===== src/rtl/screen_pkg.sv =====
// screen_pkg: shared constants for the monochrome frame-buffer scan-out.
// Latency: n/a (constants only).
// Backpressure: n/a.
// Contents: VGA 640x480 timing, frame-buffer placement and geometry, counter and bus widths.
package screen_pkg;

    localparam int CNT_W  = 10;  // hc / vc counter width
    localparam int ADDR_W = 15;  // SRAM word address width
    localparam int WORD_W = 16;  // SRAM word width = pixels per fetch

    // Horizontal timing in pixel clocks (total 800)
    localparam int VGA_H_VISIBLE = 640;
    localparam int VGA_H_FP      = 16;
    localparam int VGA_H_SYNC    = 96;
    localparam int VGA_H_BP      = 48;

    // Vertical timing in lines (total 525)
    localparam int VGA_V_VISIBLE = 480;
    localparam int VGA_V_FP      = 10;
    localparam int VGA_V_SYNC    = 2;
    localparam int VGA_V_BP      = 33;

    // Frame buffer: word address of row 0 word 0, image size and placement on screen
    localparam logic [ADDR_W-1:0] SCR_BASE = 15'h4000;
    localparam int SCR_IMG_W    = 512;
    localparam int SCR_IMG_H    = 256;
    localparam int SCR_X_OFFSET = 64;
    localparam int SCR_Y_OFFSET = 112;

    localparam int WORDS_PER_ROW = SCR_IMG_W / WORD_W;

endpackage


===== src/rtl/video_timing.sv =====
// video_timing: free-running hc/vc raster counters with raw sync, display-enable and vblank decode.
// Latency: decodes are combinational from the current counter values (caller registers them).
// Backpressure: none; counters advance every clock.
// Ports: clk/rst_n (async active-low); hc, vc counters; hsync_n, vsync_n, de, vblank, frame_start decodes.
module video_timing
    import screen_pkg::*;
#(
    parameter int H_VISIBLE = VGA_H_VISIBLE,
    parameter int H_FP      = VGA_H_FP,
    parameter int H_SYNC    = VGA_H_SYNC,
    parameter int H_BP      = VGA_H_BP,
    parameter int V_VISIBLE = VGA_V_VISIBLE,
    parameter int V_FP      = VGA_V_FP,
    parameter int V_SYNC    = VGA_V_SYNC,
    parameter int V_BP      = VGA_V_BP
) (
    input  logic             clk,
    input  logic             rst_n,
    output logic [CNT_W-1:0] hc,
    output logic [CNT_W-1:0] vc,
    output logic             hsync_n,
    output logic             vsync_n,
    output logic             de,
    output logic             vblank,
    output logic             frame_start
);

    localparam int H_TOTAL = H_VISIBLE + H_FP + H_SYNC + H_BP;
    localparam int V_TOTAL = V_VISIBLE + V_FP + V_SYNC + V_BP;

    localparam logic [CNT_W-1:0] H_LAST   = CNT_W'(H_TOTAL - 1);
    localparam logic [CNT_W-1:0] V_LAST   = CNT_W'(V_TOTAL - 1);
    localparam logic [CNT_W-1:0] H_VIS    = CNT_W'(H_VISIBLE);
    localparam logic [CNT_W-1:0] V_VIS    = CNT_W'(V_VISIBLE);
    localparam logic [CNT_W-1:0] HS_START = CNT_W'(H_VISIBLE + H_FP);
    localparam logic [CNT_W-1:0] HS_END   = CNT_W'(H_VISIBLE + H_FP + H_SYNC);
    localparam logic [CNT_W-1:0] VS_START = CNT_W'(V_VISIBLE + V_FP);
    localparam logic [CNT_W-1:0] VS_END   = CNT_W'(V_VISIBLE + V_FP + V_SYNC);

    always_ff @(posedge clk or negedge rst_n) begin
        if (!rst_n) begin
            hc <= '0;
            vc <= '0;
        end else if (hc == H_LAST) begin
            hc <= '0;
            vc <= (vc == V_LAST) ? '0 : vc + 1'b1;
        end else begin
            hc <= hc + 1'b1;
        end
    end

    assign hsync_n     = !((hc >= HS_START) && (hc < HS_END));
    assign vsync_n     = !((vc >= VS_START) && (vc < VS_END));
    assign de          = (hc < H_VIS) && (vc < V_VIS);
    assign vblank      = (vc >= V_VIS);
    assign frame_start = (hc == '0) && (vc == V_VIS);

endmodule


===== src/rtl/screen_scanner.sv =====
// screen_scanner: VGA scan-out of the monochrome frame buffer through read-only SRAM port B.
// Latency: all video outputs lag the raster counters by 1 clock; SRAM data is used 1 clock after o_addr.
// Backpressure: none; fixed-rate pixel stream, SRAM port B is owned by this block.
// Ports: i_clk, i_rst_n (async active-low), i_enable (0 blanks pixels), o_addr/i_data (SRAM port B),
//        o_hsync/o_vsync (active low), o_de, o_pixel (1 = ink, LSB leftmost), o_vblank, o_frame_start.
module screen_scanner
    import screen_pkg::*;
#(
    parameter int H_VISIBLE = VGA_H_VISIBLE,
    parameter int H_FP      = VGA_H_FP,
    parameter int H_SYNC    = VGA_H_SYNC,
    parameter int H_BP      = VGA_H_BP,
    parameter int V_VISIBLE = VGA_V_VISIBLE,
    parameter int V_FP      = VGA_V_FP,
    parameter int V_SYNC    = VGA_V_SYNC,
    parameter int V_BP      = VGA_V_BP,
    parameter logic [ADDR_W-1:0] SCREEN_BASE = SCR_BASE,
    parameter int IMG_W     = SCR_IMG_W,
    parameter int IMG_H     = SCR_IMG_H,
    parameter int X_OFFSET  = SCR_X_OFFSET,
    parameter int Y_OFFSET  = SCR_Y_OFFSET
) (
    input  logic              i_clk,
    input  logic              i_rst_n,
    input  logic              i_enable,
    output logic [ADDR_W-1:0] o_addr,
    input  logic [WORD_W-1:0] i_data,
    output logic              o_hsync,
    output logic              o_vsync,
    output logic              o_de,
    output logic              o_pixel,
    output logic              o_vblank,
    output logic              o_frame_start
);

    localparam int WPR = IMG_W / WORD_W;

    // Address for word w is on the bus during hc = X_OFFSET+16w-2, data arrives during
    // X_OFFSET+16w-1 and is captured at the end of that cycle, so the first pixel is
    // in sreg[0] exactly when hc reaches its screen column.
    localparam logic [CNT_W-1:0] FETCH_FIRST = CNT_W'(X_OFFSET - 2);
    localparam logic [CNT_W-1:0] LOAD_FIRST  = CNT_W'(X_OFFSET - 1);
    localparam logic [CNT_W-1:0] X_OFF_C     = CNT_W'(X_OFFSET);
    localparam logic [CNT_W-1:0] Y_OFF_C     = CNT_W'(Y_OFFSET);
    localparam logic [CNT_W-1:0] IMG_W_C     = CNT_W'(IMG_W);
    localparam logic [CNT_W-1:0] IMG_H_C     = CNT_W'(IMG_H);

    logic [CNT_W-1:0]  hc;
    logic [CNT_W-1:0]  vc;
    logic              raw_hsync_n;
    logic              raw_vsync_n;
    logic              raw_de;
    logic              raw_vblank;
    logic              raw_frame_start;

    logic [CNT_W-1:0]  hc_next;
    logic [CNT_W-1:0]  fetch_off;
    logic [CNT_W-1:0]  load_off;
    logic [CNT_W-1:0]  x_off;
    logic [CNT_W-1:0]  y_off;
    logic              line_in_image;
    logic              col_in_image;
    logic              fetch_due;
    logic              load_due;
    logic [ADDR_W-1:0] fetch_addr;
    logic [WORD_W-1:0] sreg;

    video_timing #(
        .H_VISIBLE (H_VISIBLE),
        .H_FP      (H_FP),
        .H_SYNC    (H_SYNC),
        .H_BP      (H_BP),
        .V_VISIBLE (V_VISIBLE),
        .V_FP      (V_FP),
        .V_SYNC    (V_SYNC),
        .V_BP      (V_BP)
    ) u_timing (
        .clk         (i_clk),
        .rst_n       (i_rst_n),
        .hc          (hc),
        .vc          (vc),
        .hsync_n     (raw_hsync_n),
        .vsync_n     (raw_vsync_n),
        .de          (raw_de),
        .vblank      (raw_vblank),
        .frame_start (raw_frame_start)
    );

    // Offsets are unsigned: positions left of / above an origin wrap to large values
    // and so fail the "< size" tests without a separate lower-bound compare.
    assign hc_next       = hc + 1'b1;
    assign fetch_off     = hc_next - FETCH_FIRST;
    assign load_off      = hc - LOAD_FIRST;
    assign x_off         = hc - X_OFF_C;
    assign y_off         = vc - Y_OFF_C;
    assign line_in_image = (y_off < IMG_H_C);
    assign col_in_image  = (x_off < IMG_W_C);

    // o_addr is registered, so it is updated one clock ahead of its fetch cycle (hc_next).
    // hc never wraps inside a line's fetch window, so vc is the same line.
    assign fetch_due  = line_in_image && (fetch_off < IMG_W_C) && (fetch_off[3:0] == 4'd0);
    assign load_due   = line_in_image && (load_off < IMG_W_C) && (load_off[3:0] == 4'd0);
    assign fetch_addr = SCREEN_BASE + (ADDR_W'(y_off) * ADDR_W'(WPR))
                      + ADDR_W'(fetch_off[CNT_W-1:4]);

    always_ff @(posedge i_clk or negedge i_rst_n) begin
        if (!i_rst_n) begin
            o_addr <= SCREEN_BASE;
            sreg   <= '0;
        end else begin
            if (fetch_due) begin
                o_addr <= fetch_addr;
            end
            if (load_due) begin
                sreg <= i_data;
            end else begin
                sreg <= {1'b0, sreg[WORD_W-1:1]};
            end
        end
    end

    always_ff @(posedge i_clk or negedge i_rst_n) begin
        if (!i_rst_n) begin
            o_hsync       <= 1'b1;
            o_vsync       <= 1'b1;
            o_de          <= 1'b0;
            o_pixel       <= 1'b0;
            o_vblank      <= 1'b0;
            o_frame_start <= 1'b0;
        end else begin
            o_hsync       <= raw_hsync_n;
            o_vsync       <= raw_vsync_n;
            o_de          <= raw_de;
            o_pixel       <= sreg[0] & line_in_image & col_in_image & i_enable;
            o_vblank      <= raw_vblank;
            o_frame_start <= raw_frame_start;
        end
    end

endmodule


===== config.mk =====
export PLATFORM = sky130hd
export DESIGN_NAME = screen_scanner
export DESIGN_NICKNAME = d
export VERILOG_FILES = /design/src/rtl/screen_pkg.sv /design/src/rtl/video_timing.sv /design/src/rtl/screen_scanner.sv
export SDC_FILE = /design/constraint.sdc
export NUM_CORES = 1
export LEC_CHECK = 0
export BUFFER_PORTS_ARGS = -buffer_cell sky130_fd_sc_hd__buf_2
export CAP_MARGIN = 20
export CORE_ASPECT_RATIO = 2
export CORE_MARGIN = 1.5
export CORE_UTILIZATION = 58
export CTS_CLUSTER_DIAMETER = 100
export DETAILED_ROUTE_END_ITERATION = 7
export PLACE_DENSITY = 0.8
export SLEW_MARGIN = 20
export SYNTH_ARGS = -nofsm -noshare
export SYNTH_HDL_FRONTEND = slang
export SYNTH_SLANG_ARGS = --single-unit

===== constraint.sdc =====
create_clock -name i_clk -period 4.4 [get_ports i_clk]
set_input_delay 0.88 -clock i_clk [delete_from_list [all_inputs] [get_ports i_clk]]
set_output_delay 0.88 -clock i_clk [all_outputs]
set_load 0.05 [all_outputs]

==> After elaboration in Yosys (flattened, before gate mapping) <==
Index checks and enable logic that the tools add are counted.
{ "word_totals": {"output_inout_bits": 21, "register_bits": 57, "input_bits": 19, "word_cells": 51} }
{ "classes": {"reduce_logical": 13, "n_mux": 3, "order_cmp": 11, "n_eq_ne": 3, "bitwise": 3, "add_sub_neg": 8} }
{ "ops": {"columns": ["cell", "count"], "rows": [
  ["$lt A10 B10 Y1 const B", 5],
  ["$lt A10 B9 Y1 const B", 3],
  ["$add A10 B1 Y10 const B", 2],
  ["$eq A10 B10 Y1 const B", 2],
  ["$ge A10 B9 Y1 const B", 2],
  ["$mux W10", 2],
  ["$sub A10 B6 Y10 const B", 2],
  ["$sub A10 B7 Y10 const B", 2],
  ["$mux W16", 1],
  ["$add A15 B15 Y15 const A", 1],
  ["$add A15 B6 Y15", 1],
  ["$eq A10 B9 Y1 const B", 1],
  ["$ge A10 B10 Y1 const B", 1],
  ["$logic_not A10 Y1", 1],
  ["$logic_and A1 B1 Y1", 8],
  ["$logic_not A4 Y1", 2],
  ["$and A1 B1 Y1", 3],
  ["$logic_not A1 Y1", 2]
]} }

==> Depth between registers and ports, before layout <==
Gate-level depths: netlist (run 1).
{ "logic_depth": {"ltp_word": 5, "ltp_mapped": 14, "ltp_nobuf": 14} }

==> Cells and area by module <==
A second synthesis (run 1) with hierarchy kept.
{ "hier_totals": {"hier_cells": 235, "hier_area_um2": 2815.2} }
{ "by_module_without_submodules": {"columns": ["mod", "instances", "cells_per_inst", "area_per_inst_um2"], "rows": [
  ["screen_scanner", 1, 126, 1714.1],
  ["video_timing", 1, 109, 1101.1]
]} }

==> Least setup slack after synthesis (run 1) <==
OpenSTA, ideal clock, no wires.
{ "synth_timing": {"kind": "reg-to-reg", "start": "register u_timing.hc[0]", "end": "register o_addr[13]", "period_less_slack_ns": 3.199, "stages_incl_launch_ff": 15, "slack_ns": 1.201, "arrival_ns": 3.074, "setup_time_ns": 0.125, "required_ns": 4.275, "path_cell_list": "dfrtp_1 -> ha_1 -> nand3_1 -> nor2_1 -> mux2i_1 -> a2bb2oi_2 -> xnor2_1 -> ha_1 -> ha_1 -> nand4_1 -> inv_1 -> maj3_1 -> o32ai_1 -> xor2_1 -> mux2_4"} }
{ "synth_via": {"elab_chain_cells": 5, "word_cells_on_any_way": 7, "cone_classes": "add/sub (3); order compare (1); reduce/logical (3)"} }
{ "synth_lines": {"columns": ["element", "line", "rtl"], "rows": [
  ["start: declaration", "video_timing.sv:19", "output logic [CNT_W-1:0] hc,"],
  ["start signal: assignment", "video_timing.sv:48", "hc <= hc + 1'b1;"],
  ["$add A10 B1 Y10 (*)", "screen_scanner.sv:91", "assign hc_next = hc + 1'b1;"],
  ["$sub A10 B6 Y10 (*)", "screen_scanner.sv:92", "assign fetch_off = hc_next - FETCH_FIRST;"],
  ["$lt A10 B10 Y1", "screen_scanner.sv:101", "assign fetch_due = line_in_image && (fetch_off < IMG_W_C) && (fetch_off[3:0] == 4'd0);"],
  ["$logic_and A1 B1 Y1 (2 in series)", "screen_scanner.sv:101", null],
  ["end signal: assignment", "screen_scanner.sv:112", "o_addr <= fetch_addr;"],
  ["end: declaration", "screen_scanner.sv:26", "output logic [ADDR_W-1:0] o_addr,"]
]} }
Every way passes the cells marked *; elsewhere a longest branch is shown, timed or not.
A chain may end at the register's enable or synchronous reset.

==> Worst setup path in the final report (run 1) <==
Ends and elaborated chain as after synthesis.

==> reports/qor.yml, run 1 <==
status:
  status: "finished, final reports clean"
global_route:
  grt_max_degree: 52
  overflow: 0
  grt_pass1_wl_mm: 10.63
  antenna_found_initial: 0
  grt_use_total_pct: 26.05
  grt_pass1_vias: 2395
clock_network:
  clk_path_buf_depth: 2
  clock_sinks: 57
  cts_buffers: 9
  clkLatencyLatePin_ns: 0.35
  cts.clk_slew.worst_paths_ns: 0.07
  cts_tree: "done"
  post_cts_buffers: 0
  h-tree-depth: 3
  cts_resized: 0
  postCtsHoldBufs: 0
  root_buffer: "clkbuf_8"
floorplan:
  pin_count: 40
  die_w_um: 54.64
  die_h_um: 106.3
  design.core.area_um2: 5139
  die_area_um2: 5806
  num_rows: 37
  start_util_pct: 60.19
cells_and_area:
  fin_cells: 381
  syn2layout_area_growth_pct: 13.59
  multiInputGateArea_um2: 1528
  layout_common_cells: "54 x dfrtp_1, 39 x buf_2, 22 x nor2_1"
  final_common_cell: "dfrtp_1"
  nets: 350
  nFillCells: 422
  diodes: 0
  regArea_um2: 1430
  drive_above_1_share_pct: 29.72
setup_path:
  worstSetupPathType: "reg2reg"
  r2r_setup_slack_ns: 0.86
  timing.rr.start: "u_timing.hc[0]$_DFF_PN0_"
  start_kind: "flop"
  end_kind: "flop"
  rr_endpoint: "o_addr[13]$_DFFE_PN0P_"
  path_cells: "ha_1, nand3_1, nor2_1, mux2i_1, a2bb2oi_2, xnor2_1, ha_1, ha_1, nand4_1, inv_1, maj3_1, o32ai_1, xor2_1, mux2_4"
  cp_common_cell: "ha_1"
  slowest_delay_ns: 0.50
  ff2ff_path_depth: 14
  cp.arrival_ns: 3.77
  required_ns: 4.63
  crit_path_max_fanout: 8
  crit_slowest_cell: "dfrtp_1"
sta:
  setup_viol_count_final: 0
  finalMaxSlewViolations: 0
  finalSetupTns_ns: 0
  finalHoldViolCount: 0
  period_minus_slack_ns: 3.540
  tightest_slew_ns: 0.8881
  period_share_pct: 80.46
  slew-limit-headroom_pct: 40.30
  rsz0062_at_grt: "no"
  fin_skew_ns: 0.007346
  max_freq_mhz: 282.5
synth:
  synthFlopType: "dfrtp_1"
  avgSynthCellArea_um2: 10.93
  synth_nets: 315
  synth_seq_area_share_pct: 46.24
  synth_edf_count: 0
  ys_seq_elements: 57
  yosysUniqueCellTypes: 51
  ys_warn_count: 0
  synth_top_family_by_area: "simple AND/OR/NAND/NOR gates"
  syn-cell-area_um2: 3093
  synth_compound_area_share_pct: 6.553
  synth_xor_area_share_pct: 8.414
  yosys.area_share.simple_pct: 15.86
  synth_fa_ha_area_share_pct: 5.583
  async_flop_share_pct: 100.0
  synth.area.mux_share_pct: 12.99
  syn_inst: 283
routing:
  vias: 2242
  routed_via_density: 5.885
  routedWlPerCell_um: 16.64
  wl_mm: 6.338
  drc_errors: 0
  dr.pass1.iters: 4
  drt_iter0_drc: 56
  drtAntennaViolNets: 0
placed_design:
  port_buffers: 39
  dp_cells: 365
  gp_congestion: 0.9046
  dp_hpwl_mm: 4.630
power_and_ir_drop:
  p_leak_nw: 1.776
  p_per_area_nw_per_um2: 308.2
  ir_drop_mv: 0.3090
min_path:
  min_path_type: "in2async"
job:
  maxCapViolCount: 0
[metal layers]
layer	vias to the layer above	routed length (um)	track usage (%)
met1	1093	2145	26.45
met5	-	0	0
met4	0	452	20.71
met2	70	3486	41.67
li1	1042	-	-
met3	37	253	7.163
[logic make-up (layout without fill, tap and decap cells)]
kind of cell / Yosys count / after routing
simple gates: 92 / 92
flops: 57 / 57
mux: 33 / 33
buf+inv: 31 / 71
compound gates: 28 / 28
xor+xnor: 28 / 28
fa+ha+maj: 14 / 14
[synthesized netlist by cell type (3+ instances only)]
library cell  count  area share, %
and3_1            5            1.0
buf_2             3           0.49
clkbuf_1         11            1.3
dfrtp_1          54             44
dfstp_2           3            2.5
ha_1             13            5.3
inv_1            14            1.7
mux2_2           21            7.6
mux2_4            9            4.4
mux2i_1           3           0.97
nand2_1          18            2.2
nand2b_1          4           0.81
nand3_1          10            1.6
nand4_1           5            1.0
nor2_1           22            2.7
nor2b_1           3           0.61
nor3_1            8            1.3
o21ai_0          14            2.3
xnor2_1          15            4.2
xor2_1           12            3.4
[layout make-up]
cell class / instances / area share [%]
clock buffer: 11 / 4.024
clock inverter: 5 / 2.244
inverter: 14 / 1.496
multi-input combinational: 195 / 43.48
sequential: 57 / 40.71
tap: 58 / 2.066
timing repair buffer: 41 / 5.983
[per-stage QoR]
step                total power, mW  hold WS, ns  setup WS (ns)  instance area, um2  utilization, %
CTS                           1.092       0.3463         0.8721                3513           68.37
detailed placement           0.5529       0.4734         0.8859                3293           64.09
floorplan                    0.5343       0.4542          1.201                3093               -
finish                        1.083       0.3493         0.8598                3513           68.37
global placement             0.5524       0.4598          1.029                3293           64.09
global route                  1.119       0.3503         0.5763                3513           68.37
[report_power, final]
part	internal (mW)	total [mW]	switching [mW]	leakage (nW)
combinational	0.00626	0.0181	0.0119	0.896
clock	0.333	0.540	0.207	0.113
sequential	0.524	0.524	0	0.766
total	0.864	1.08	0.219	1.78
[worst max-delay path by stage]
stage	slack [ns]	cells past startpoint	to	from
final	0.86	14	o_addr[13]$_DFFE_PN0P_	u_timing.hc[0]$_DFF_PN0_
after global placement	1.03	14	o_addr[13]$_DFFE_PN0P_	u_timing.hc[0]$_DFF_PN0_
after global routing	0.58	14	o_addr[13]$_DFFE_PN0P_	u_timing.hc[0]$_DFF_PN0_
after detailed placement	0.89	14	o_addr[13]$_DFFE_PN0P_	u_timing.hc[0]$_DFF_PN0_
after floorplan	1.20	14	o_addr[13]$_DFFE_PN0P_	u_timing.hc[0]$_DFF_PN0_
after CTS	0.87	14	o_addr[13]$_DFFE_PN0P_	u_timing.hc[0]$_DFF_PN0_
[flip-flops by register name (all words and copies together), names as in the netlist]
register       flops
u_timing.hc       10
o_vsync            1
o_pixel            1
o_hsync            1
o_addr            15
sreg              16
o_vblank           1
o_de               1
o_frame_start      1
u_timing.vc       10
[critical path: cells and delay by family (launching register included)]
kind | cells | cell delay, ns
flops | 1 | 0.50
mux | 2 | 0.54
simple gates | 3 | 0.68
xor+xnor | 2 | 0.24
fa+ha+maj | 4 | 1.14
buf+inv | 1 | 0.06
compound gates | 2 | 0.26
Note: power is estimated with default switching activity, not from simulation.
==> run 2, diff against run 1 <==
--- a/config.mk
+++ b/config.mk
@@ -9,10 +9,10 @@
 export CAP_MARGIN = 20
 export CORE_ASPECT_RATIO = 2
 export CORE_MARGIN = 1.5
-export CORE_UTILIZATION = 58
+export CORE_UTILIZATION = 52
 export CTS_CLUSTER_DIAMETER = 100
 export DETAILED_ROUTE_END_ITERATION = 7
-export PLACE_DENSITY = 0.8
+export PLACE_DENSITY = 0.76
 export SLEW_MARGIN = 20
 export SYNTH_ARGS = -nofsm -noshare
 export SYNTH_HDL_FRONTEND = slang
==> constraint.sdc (replaced) <==
create_clock -name i_clk -period 2.95 [get_ports i_clk]
set_input_delay 0.59 -clock i_clk [delete_from_list [all_inputs] [get_ports i_clk]]
set_output_delay 0.59 -clock i_clk [all_outputs]
set_load 0.05 [all_outputs]
==> run 2 against run 1 <==
Non-clock buffer count increased by 23. Critical path type unchanged. First-iteration DRC count increased by 18%. Clock skew decreased by 0.0042 ns. Critical endpoint unchanged. Sequential power increased by 50%. Combinational power increased by 55%.
==> reports/qor.yml, run 2 (synthesis results as in run 1) <==
status:
  status: "finished, final reports clean"  # unchanged
setup_path:
  rr_endpoint: "o_addr[13]$_DFFE_PN0P_"  # unchanged
  ff2ff_path_depth: 12  # was 14
  worstSetupPathType: "reg2reg"  # unchanged
  cp.arrival_ns: 3.08  # was 3.77 ns
  end_kind: "flop"  # unchanged
  crit_start: "u_timing.hc[4]$_DFF_PN0_"  # was u_timing.hc[0]$_DFF_PN0_
  start_kind: "flop"  # unchanged
  endpoint: "o_addr[13]$_DFFE_PN0P_"  # unchanged
  required_ns: 3.16  # was 4.63 ns
  r2r_setup_slack_ns: 0.08  # was 0.86 ns
  timing.rr.start: "u_timing.hc[4]$_DFF_PN0_"  # was u_timing.hc[0]$_DFF_PN0_
  crit_path_max_fanout: 6  # was 8
global_route:
  overflow: 0  # unchanged
  grt_pass1_vias: 2406  # was 2395
  grt_max_degree: 23  # was 52
  antenna_found_initial: 0  # unchanged
  grt_pass1_wl_mm: 11.40  # was 10.63 mm
  grt_use_total_pct: 24.04  # was 26.05%
cells_and_area:
  max_flop_register: "sreg"  # unchanged
  nets: 373  # was 350
  layout_common_cells: "50 x dfrtp_1, 39 x buf_2, 25 x buf_4"  # was 54 x dfrtp_1, 39 x buf_2, 22 x nor2_1
  finalInstanceArea_um2: 3860  # was 3513 um2
  syn2layout_area_growth_pct: 24.80  # was 13.59%
  drive_above_1_share_pct: 37.86  # was 29.72%
  final_common_cell: "dfrtp_1"  # unchanged
  largest_register_ffs: 16  # unchanged
  diodes: 0  # unchanged
  fin_util_pct: 67.61  # was 68.37%
  reg_top3: "sreg (16), o_addr (15)"  # unchanged
floorplan:
  num_rows: 39  # was 37
  die_h_um: 112.1  # was 106.3 um
  pin_count: 40  # unchanged
  start_util_pct: 54.17  # was 60.19%
  design.core.area_um2: 5709  # was 5139 um2
  die_w_um: 57.54  # was 54.64 um
  die_area_um2: 6448  # was 5806 um2
power_and_ir_drop:
  p_int_mw: 1.406  # was 0.8636 mW
  clockPowerShare_pct: 53.2  # was 49.9%
  ir_drop_mv: 0.4917  # was 0.3090 mV
  combPwrFrac_pct: 1.6  # was 1.7%
  switchingPower_mw: 0.3305  # was 0.2191 mW
  p_leak_nw: 1.909  # was 1.776 nW
  p_sw_share_pct: 19.03  # was 20.24%
  power.total_mw: 1.737  # was 1.083 mW
  p_per_area_nw_per_um2: 450.0  # was 308.2 nW/um2
  seqPwrFrac_pct: 45.2  # was 48.4%
clock_network:
  clock_sinks: 57  # unchanged
  cts.clk_slew.worst_paths_ns: 0.05  # was 0.07 ns
  cts_buffers: 9  # unchanged
  clkLatencyLatePin_ns: 0.33  # was 0.35 ns
  cts_tree: "done"  # unchanged
  h-tree-depth: 3  # unchanged
  root_buffer: "clkbuf_16"  # was clkbuf_8
  clk_path_buf_depth: 2  # unchanged
routing:
  vias: 2326  # was 2242
  drt_iter0_drc: 66  # was 56
  routed.top_layer: "met4"  # unchanged
  met2WireLength_mm: 3.792  # was 3.486 mm
  routedWlPerCell_um: 17.04  # was 16.64 um
  drc_errors: 0  # unchanged
  drtAntennaViolNets: 0  # unchanged
  dr.pass1.iters: 4  # unchanged
  wl_mm: 6.936  # was 6.338 mm
  met1Wirelength_mm: 2.324  # was 2.145 mm
  routed_via_density: 5.715  # was 5.885
  wl_met3_um: 297  # was 253 um
placed_design:
  placed_area_um2: 3462  # was 3293 um2
  port_buffers: 39  # unchanged
  dp_hpwl_mm: 5.157  # was 4.630 mm
  gp_congestion: 0.8955  # was 0.9046
  dp_slack_ns: 0.01429  # was 0.8859 ns
sta:
  max_freq_mhz: 348.0  # was 282.5 MHz
  finalHoldViolCount: 0  # unchanged
  rsz0062_at_grt: "yes"  # was no
  fin_skew_ns: 0.003118  # was 0.007346 ns
  fin_ws_ns: 0.07670  # was 0.8598 ns
  period_minus_slack_ns: 2.873  # was 3.540 ns
  finalSetupTns_ns: 0  # unchanged
  slew-limit-headroom_pct: 68.41  # was 40.30%
  setup_viol_count_final: 0  # unchanged
  finalMaxSlewViolations: 0  # unchanged
  tightest_slew_ns: 0.4679  # was 0.8881 ns
  period_share_pct: 97.40  # was 80.46%
min_path:
  min_path_type: "in2async"  # unchanged
job:
  maxCapViolCount: 0  # unchanged
## run 2: changes by cell type in the layout (fill, tap and decap cells not counted), sizes merged
| cell | before | now |
|---|---|---|
| bufinv | 2 | 0 |
| buf | 41 | 64 |
| clkinv | 3 | 0 |
| clkbuf | 11 | 16 |
## run 2: worst min path at each step
stage                            start                          to  slack, ns  cells past startpoint
floorplan                      i_rst_n       o_addr[0]$_DFFE_PN0P_       0.29                      0
detailed placement  sreg[14]$_DFF_PN0_          sreg[13]$_DFF_PN0_       0.46                      1
global placement    sreg[14]$_DFF_PN0_          sreg[13]$_DFF_PN0_       0.46                      1
finish                         i_rst_n  u_timing.vc[2]$_DFFE_PN0N_       0.17                      1
global route                   i_rst_n       o_addr[8]$_DFFE_PN0P_       0.20                      1
CTS                            i_rst_n  u_timing.vc[2]$_DFFE_PN0N_       0.18                      1
## run 2: per-stage QoR
| step | hold slack, ns | cells |
|---|---|---|
| 3_5_place_dp | 0.4645 | 385 |
| 4_1_cts | 0.1756 | 401 |
| 6_report | 0.1745 | 407 |
| 5_1_grt | 0.1976 | 407 |
| 2_1_floorplan | 0.2944 | 283 |
| 3_3_place_gp | 0.4576 | 385 |
## run 2: final cells by class
type | instances | area (um2)
clock buffer | 16 | 271.5
fill | 429 | 1849
inverter | 14 | 52.55
multi-input combinational | 195 | 1642
sequential | 57 | 1435
tap | 61 | 76.32
timing repair buffer | 64 | 382.9
## run 2: what timing repair did
item	in CTS	in global routing
resized for setup	0	13
hold buffers	0	0
endpoints found under the setup margin	0	1
setup buffers	0	6
endpoints found under the hold margin	0	0
## run 2: power by group through the flow
stage	combinational (mW)	clock (mW)	sequential, mW
2_1_floorplan	0.000478	0	0.796
3_3_place_gp	0.0283	0	0.796
3_5_place_dp	0.0294	0	0.796
4_1_cts	0.0295	0.942	0.784
5_1_grt	0.0329	0.980	0.783
6_report	0.0280	0.924	0.784
## run 2: metal layers
metal  track usage, %  up-vias
met5                0        -
met4            21.40        0
met1            22.57     1111
met2            40.61       85
li1                 -     1093
met3            6.336       37
## run 2: critical path, stage by stage (launching register included)
cell	delay (ns)
dfrtp_2	0.44
nand2b_1	0.20
a221oi_4	0.33
o221ai_4	0.16
a2bb2oi_2	0.17
xnor2_1	0.19
ha_2	0.24
ha_4	0.13
nand4_1	0.10
buf_4	0.17
o32ai_2	0.25
xor2_1	0.10
mux2_4	0.27
